$ cat config.mk
export PLATFORM = sky130hd
export DESIGN_NAME = matrix_rd_arbiter
export DESIGN_NICKNAME = d
export VERILOG_FILES = /design/src/rtl/matrix_rd_arbiter.sv
export SDC_FILE = /design/constraint.sdc
export NUM_CORES = 1
export LEC_CHECK = 0
export BUFFER_PORTS_ARGS = -buffer_cell sky130_fd_sc_hd__buf_2
export CAP_MARGIN = 30
export CORE_AREA = 10 10 706 708
export DETAILED_ROUTE_END_ITERATION = 16
export DIE_AREA = 0 0 716 718
export PLACE_DENSITY_LB_ADDON = 0.08
export SYNTH_ARGS = -nofsm -noshare
export SYNTH_HDL_FRONTEND = slang
export SYNTH_SLANG_ARGS = --single-unit
$ cat constraint.sdc
create_clock -name clk -period 3 [get_ports clk]
set_input_delay 0.3 -clock clk [delete_from_list [all_inputs] [get_ports clk]]
set_output_delay 0.3 -clock clk [all_outputs]
set_load 0.01 [all_outputs]
$ cat src/rtl/matrix_rd_arbiter.sv
// Two-requester AXI read-channel arbiter: round-robin AR grant with ARID tagging,
// RID-routed zero-latency R path and per-requester outstanding-burst limiting.
module matrix_rd_arbiter #(
  parameter int ADDR_W          = 64,
  parameter int DATA_W          = 512,
  parameter int LEN_W           = 8,
  parameter int MAX_OUTSTANDING = 16
) (
  input  logic              clk,
  input  logic              rstn,
  input  logic              en,
  input  logic [ADDR_W-1:0] s0_araddr,
  input  logic [ADDR_W-1:0] s1_araddr,
  input  logic [LEN_W-1:0]  s0_arlen,
  input  logic [LEN_W-1:0]  s1_arlen,
  input  logic              s0_arvalid,
  input  logic              s1_arvalid,
  output logic              s0_arready,
  output logic              s1_arready,
  output logic [DATA_W-1:0] s0_rdata,
  output logic [DATA_W-1:0] s1_rdata,
  output logic              s0_rlast,
  output logic              s1_rlast,
  output logic              s0_rvalid,
  output logic              s1_rvalid,
  input  logic              s0_rready,
  input  logic              s1_rready,
  output logic [ADDR_W-1:0] m_araddr,
  output logic [LEN_W-1:0]  m_arlen,
  output logic              m_arid,
  output logic              m_arvalid,
  input  logic              m_arready,
  input  logic [DATA_W-1:0] m_rdata,
  input  logic              m_rlast,
  input  logic              m_rid,
  input  logic              m_rvalid,
  output logic              m_rready,
  output logic [31:0]       ar_cnt0,
  output logic [31:0]       ar_cnt1,
  output logic              busy,
  output logic              err
);

  localparam int OW = $clog2(MAX_OUTSTANDING + 1);
  localparam logic [OW-1:0] MAX_OS = OW'(MAX_OUTSTANDING);

  localparam logic [0:0] IDLE = 1'b0;
  localparam logic [0:0] HOLD = 1'b1;

  logic [0:0]        state_q, state_d;
  logic              pref_q, pref_d;
  logic [ADDR_W-1:0] addr_q, addr_d;
  logic [LEN_W-1:0]  len_q, len_d;
  logic              id_q, id_d;
  logic [OW-1:0]     os_q [2];
  logic [OW-1:0]     os_d [2];
  logic [31:0]       cnt_q [2];
  logic [31:0]       cnt_d [2];
  logic              err_q, err_d;

  logic [1:0] arvalid_v;
  logic [1:0] elig;
  logic [1:0] inc;
  logic [1:0] dec;
  logic       grant;
  logic       gsel;
  logic       last_hs;

  assign arvalid_v = {s1_arvalid, s0_arvalid};

  always_comb begin
    for (int unsigned i = 0; i < 2; i++) begin
      elig[i] = arvalid_v[i] && (os_q[i] < MAX_OS);
    end
    grant = (state_q == IDLE) && en && (elig != 2'b00);
    // With both eligible, pref_q names the requester not granted last.
    gsel  = (elig == 2'b11) ? pref_q : elig[1];
  end

  assign s0_arready = grant && !gsel;
  assign s1_arready = grant && gsel;

  assign s0_rvalid = m_rvalid && !m_rid;
  assign s1_rvalid = m_rvalid && m_rid;
  assign m_rready  = m_rid ? s1_rready : s0_rready;
  assign s0_rdata  = m_rdata;
  assign s1_rdata  = m_rdata;
  assign s0_rlast  = m_rlast;
  assign s1_rlast  = m_rlast;
  assign last_hs   = m_rvalid && m_rready && m_rlast;

  always_comb begin
    state_d = state_q;
    pref_d  = pref_q;
    addr_d  = addr_q;
    len_d   = len_q;
    id_d    = id_q;
    err_d   = err_q;
    for (int unsigned i = 0; i < 2; i++) begin
      os_d[i]  = os_q[i];
      cnt_d[i] = cnt_q[i];
      inc[i]   = grant && (gsel == 1'(i));
      dec[i]   = last_hs && (m_rid == 1'(i));
    end

    if (grant) begin
      state_d = HOLD;
      pref_d  = !gsel;
      addr_d  = gsel ? s1_araddr : s0_araddr;
      len_d   = gsel ? s1_arlen : s0_arlen;
      id_d    = gsel;
    end else if ((state_q == HOLD) && m_arready) begin
      state_d = IDLE;
    end

    for (int unsigned i = 0; i < 2; i++) begin
      if (inc[i]) begin
        cnt_d[i] = cnt_q[i] + 32'd1;
      end
      // A last beat against an empty counter is flagged, never underflowed.
      if (dec[i] && (os_q[i] == '0)) begin
        err_d = 1'b1;
      end
      if (inc[i] && !dec[i]) begin
        os_d[i] = os_q[i] + OW'(1);
      end else if (dec[i] && !inc[i] && (os_q[i] != '0)) begin
        os_d[i] = os_q[i] - OW'(1);
      end
    end
  end

  always_ff @(posedge clk) begin
    if (!rstn) begin
      state_q <= IDLE;
      pref_q  <= 1'b0;
      addr_q  <= '0;
      len_q   <= '0;
      id_q    <= 1'b0;
      os_q    <= '{default: '0};
      cnt_q   <= '{default: '0};
      err_q   <= 1'b0;
    end else begin
      state_q <= state_d;
      pref_q  <= pref_d;
      addr_q  <= addr_d;
      len_q   <= len_d;
      id_q    <= id_d;
      os_q    <= os_d;
      cnt_q   <= cnt_d;
      err_q   <= err_d;
    end
  end

  assign m_araddr  = addr_q;
  assign m_arlen   = len_q;
  assign m_arid    = id_q;
  assign m_arvalid = (state_q == HOLD);
  assign ar_cnt0   = cnt_q[0];
  assign ar_cnt1   = cnt_q[1];
  assign err       = err_q;
  assign busy      = (state_q == HOLD) || (os_q[0] != '0) || (os_q[1] != '0);

endmodule

* Word-level counts from Yosys, hierarchy flattened
Cells that the tools add are included.
** Cells by class
- Add/subtract/negate cells :: 6
- Multipliers :: 0
- Divide/modulo/power cells :: 0
- Magnitude comparators :: 2
- Equality and inequality tests :: 1
- Shift-type cells :: 0
- Mux-type cells :: 12
- Bitwise logic cells :: 3
- Reductions and logical operators :: 39
** Operator list (number)
- adder 32 x 1 -> 32 bit, second input constant :: 2
- 2-to-1 mux 64 bit :: 1
- logical AND 1 bit :: 22
- 2-to-1 mux 5 bit :: 4
- adder 5 x 1 -> 5 bit, second input constant :: 2
- logical NOT 5 bit :: 2
- less-than comparator 5 bit, second input constant :: 2
- nonzero test 2 bit :: 5
- nonzero test 5 bit :: 2
- subtractor 5 x 1 -> 5 bit, second input constant :: 2
- 2-to-1 mux 8 bit :: 1
- logical NOT 1 bit :: 6
- 2-to-1 mux 1 bit :: 6
- inverter 1 bit :: 3
- == test 2 bit, second input constant :: 1
- logical OR 1 bit :: 2
** Word-level totals
- Flip-flop bits (word level) :: 150
- Latch bits :: 0
- RAM bits :: 0
- ROM bits :: 0
- Input port bits :: 667
- Word-level logic and storage cells :: 73
- Memories kept :: 0

* Logic depth before layout (Yosys ltp)
- Word-level depth :: 11
- Mapped depth :: 10
- Depth with buffers taken out :: 10

* Worst setup path after synthesis
Ideal clock, no wire load.
- Kind :: register to register
- Start point :: register state_q (netlist: m_arvalid)
- End point :: register os_q[9] in the netlist's numbering
- Arrival :: 2.390 ns
- Setup slack :: 0.538 ns
- Cell stages (with the launch flop) :: 10
- Clock period less this slack :: 2.462 ns
- Cells stage by stage :: dfxtp_1 -> and4bb_1 -> nand2_1 -> inv_2 -> nand2_1 -> fa_1 -> a21o_1 -> a21oi_1 -> mux2i_1 -> mux2i_1
** Between the ends
- Cells in the longest elaborated chain, start to end :: 8
- Elaborated cells between the ends (all ways) :: 10
- Classes of those cells :: mux (1); bitwise (1); reduce/logical (8)
** Ends and longest elaborated chain
- from (decl) :: RTL line 50 : logic [0:0] state_q, state_d;
- from (signal assigned) :: RTL line 143 : state_q <= state_d;
- inverter 1 bit (*) :: RTL line 75 : grant = (state_q == IDLE) && en && (elig != 2'b00);
- logical AND 1 bit (*) (2 in a row) :: RTL line 75
- logical AND 1 bit (*) :: RTL line 102 : inc[i] = grant && (gsel == 1'(i));
- logical NOT 1 bit :: RTL line 126 : end else if (dec[i] && !inc[i] && (os_q[i] != '0)) begin
- logical AND 1 bit (2 in a row) :: RTL line 126
- nonzero test 2 bit (no line)
- to (signal assigned) :: RTL line 148 : os_q <= os_d;
- to (decl) :: RTL line 55 : logic [OW-1:0] os_q [2];
Mark *: on every way between the ends. The rest lies on a longest branch, timed or not.
A chain may end at the register's enable or synchronous reset.

* Worst setup path in the final report
- Start point :: register os_q[9] in the netlist's numbering
- End point :: register addr_q[38] (netlist: m_araddr[38])
** Between the ends
- Cells in the longest elaborated chain, start to end :: 5
- Elaborated cells between the ends (all ways) :: 7
- Classes of those cells :: order compare (1); eq/ne (1); mux (2); reduce/logical (3)
** Ends and longest elaborated chain
- less-than comparator 5 bit (*) :: RTL line 73 : elig[i] = arvalid_v[i] && (os_q[i] < MAX_OS);
- logical AND 1 bit (*) :: RTL line 73
- == test 2 bit :: RTL line 77 : gsel = (elig == 2'b11) ? pref_q : elig[1];
- 2-to-1 mux 1 bit :: RTL line 77
- 2-to-1 mux 64 bit :: RTL line 109 : addr_d = gsel ? s1_araddr : s0_araddr;
- to (signal assigned) :: RTL line 145 : addr_q <= addr_d;
- to (decl) :: RTL line 52 : logic [ADDR_W-1:0] addr_q, addr_d;
Marked as above.

==> impl_metrics.toml <==
[floorplanning]
num_rows = 256
start_util_pct = 2.91
core_um2 = 484000
die_w_um = 716
dieArea_um2 = 514000
die_h_um = 718
io_pins = 1838

[yosys]
yosys.area.top_type = "buf_4"
syn_nets = 2409
async_flop_share_pct = 0
ys_seq_elements = 150
synth_edf_count = 0
postSynthCellCount = 1732
syn-cell-area_um2 = 14100
netlist_top_cells_area = "buf_4, dfxtp_1, a222oi_1"
post-synth-top-area-fraction_pct = 54.6
ys.flop_type = "dfxtp_1"
yosys_warnings = 0
synth_cell_type_count = 46
ys_seq_area_share_pct = 21.3
syn_avg_cell_area_um2 = 8.15

[setup_path]
cp_slowest_stage_delay_ns = 0.63
path_cells = "or3b_2, and2_4, buf_4, a222oi_1, dlygate4sd3_1, nor2_1"
path_max_fanout = 20
slowest_stage = "or3b_2"
cp-end-kind = "flop"
start_kind = "flop"
crit_required_ns = 3.40
cp.arrival_ns = 3.23
r2r.worst_path.cells = 6
path_class = "flop to flop"

[sta]
finClkSkew_ns = 0.0383
slew_viol_final = 0
worst_slack_ns = 0.170
whs_ns = 0.0478
finalCriticalPeriod_ns = 2.83
finalCritPeriodShare_pct = 94.3
max_freq_mhz = 353
setup_violations = 0
hold_violations = 0
relSlewSlack_pct = 39.6
fin_setup_tns_ns = 0
worst_pin_slew_ns = 0.906
rsz0062_at_grt = "false"

[placement]
gp_congestion = 0.660
pre_cts_slack_ns = 0.430
dp_cells = 7438
port_buffers = 301
dp_hpwl_um = 217000
postPlaceCellArea_um2 = 16100

[cells_and_area]
fillCellCount = 57800
regArea_um2 = 3000
final_layout_size_suffix_gt1_share_pct = 32.9
instances_no_fill = 7594
nets = 1804
area_growth_pct = 27.1
multi_input_area_um2 = 3190
finish.utilization_pct = 3.70
final_area_um2 = 17900

[pwr]
p_leak_nw = 4.44
power_mw = 6.18
power_density_nw_per_um2 = 344
vdd_ir_drop_max_uv = 314

[cts]
post-cts-setup-buffers = 0
clock_latency_ns = 0.55
cts_inserted_buffers = 25
clkSlewWorstSetupHoldPaths_ns = 0.09
cts_buffer_depth = 3
ctsResizeCount = 0
cts_sinks = 150
cts-htree-levels = 4
clockRootBuffer = "clkbuf_16"
cts_tree = "built"

[worst_hold_path]
hold_depth = 3
hold_path.class = "input port to flop"

[status]
outcome = "finished, final reports clean"

[job]
drv_cap = 0

[routing]
drc = 0
drt-total-wl_um = 239000
vias = 9989
antenna_left = 0
via_per_inst = 1.32
first_iter_violations = 753
wire_per_inst_um = 31.5
first_pass_iters = 6

[global_route]
grt-busiest-layer = "met2"
grt-ovfl-total = 0
grt_usage_pct = 8.84
grt_util_met3_pct = 13.3
antenna_found_initial = 45
grt_pass1_wl_um = 266000
met1_usage_pct = 5.32
grt_use_met2_pct = 13.4
grt_max_degree = 82
grt_pass1_vias = 10400
-- power by group --
part / switching (mW) / internal (mW) / leakage (nW)
Sequential: 0.0874 / 2.09 / 1.22
Clock: 1.28 / 1.62 / 0.349
Combinational: 0.604 / 0.495 / 2.87
-- cells by family after synthesis --
group           count (synthesis)  share of synthesized area [%]
buf+inv                      1086                           56.2
simple gates                  298                           10.4
flops                         150                           21.3
compound gates                132                           7.57
xor+xnor                       50                           3.10
fa+ha+maj                      10                          0.993
mux                             6                          0.443
-- metal layers --
layer | wire, um | vias up | part of all wire (%)
met2 | 102000 | 1806 | 43
li1 | - | 3502 | -
met4 | 8770 | 67 | 3.7
met3 | 76600 | 319 | 32
met1 | 50300 | 4295 | 21
met5 | 1670 | - | 0.70
-- path summary, 6_finish.rpt --
| kind | to | slack [ns] | from |
|---|---|---|---|
| setup / recovery | m_araddr[38]$_SDFFE_PN0P_ | 0.17 | os_q[9]$_SDFFE_PN0P_ |
| hold / removal | m_araddr[63]$_SDFFE_PN0P_ | 0.05 | s1_araddr[63] |
| setup reg to reg | m_araddr[38]$_SDFFE_PN0P_ | 0.17 | os_q[9]$_SDFFE_PN0P_ |
| hold reg to reg | os_q[3]$_SDFFE_PN0P_ | 0.49 | os_q[3]$_SDFFE_PN0P_ |
-- sequential cells by signal, summed over array words and instances (netlist names) --
name       cells
m_arvalid      1
m_arlen        8
os_q          10
m_arid         1
ar_cnt0       32
m_araddr      64
ar_cnt1       32
err            1
pref_q         1
-- placed cells by master (no fill, tap or decap), drive strengths merged, types with 2 or more instances in the layout --
| cell | instances |
|---|---|
| nand4b | 2 |
| mux2i | 4 |
| nand3b | 5 |
| nor4 | 15 |
| nor3 | 18 |
| buf | 331 |
| ha | 8 |
| diode | 12 |
| nand2 | 34 |
| a21o | 7 |
| o21ai | 15 |
| nand4 | 16 |
| or4 | 2 |
| and2 | 4 |
| o22ai | 2 |
| xor2 | 13 |
| inv | 11 |
| clkbuf | 31 |
| o31ai | 2 |
| xnor2 | 37 |
| a222oi | 72 |
| or3 | 14 |
| and3 | 7 |
| fa | 2 |
| nor3b | 2 |
| nor2 | 127 |
| mux2 | 2 |
| dfxtp | 150 |
| nand3 | 33 |
| and4 | 11 |
| dlygate4sd3 | 111 |
| nand2b | 5 |
| a21oi | 28 |
| and4bb | 2 |
-- what timing repair did --
action | CTS | global route
endpoints found under the setup margin | 0 | 1
hold endpoints to repair | 67 | 0
hold buffers | 111 | 0
-- cell usage after synthesis, types with 2 or more instances --
master / n
and4_1: 11
o22ai_1: 2
o21ai_0: 15
or3_1: 13
and3_1: 7
inv_1: 9
nand3b_1: 5
ha_1: 8
clkbuf_1: 45
a222oi_1: 72
mux2_2: 2
nor3_1: 18
a21o_1: 7
nor2_1: 127
nor4_1: 15
dfxtp_1: 150
nand3_1: 33
nand4_1: 15
buf_1: 2
mux2i_1: 4
xnor2_1: 37
o31ai_1: 2
or4_1: 2
and2_1: 3
fa_1: 2
xor2_1: 13
a21oi_1: 28
nand2b_1: 5
nor3b_1: 2
buf_4: 1027
inv_2: 2
nand2_1: 34
nand4b_1: 2
-- critical path: cells and delay by family (launching register included) --
| family | cells | cell delay [ns] |
|---|---|---|
| compound gates | 1 | 0.32 |
| buf+inv | 2 | 0.90 |
| flops | 1 | 0.37 |
| simple gates | 3 | 1.01 |
-- area by class of cell --
class | instances | share of cell area (%)
well taps | 6450 | 45.0
multi-input cells | 497 | 17.8
flip-flops and latches | 150 | 16.7
repair buffers | 442 | 16.1
clock buffers | 31 | 3.89
inverters | 11 | 0.272
diodes | 12 | 0.167
clock inverters | 1 | 0.0279
Power figures use the tool's default switching activity.
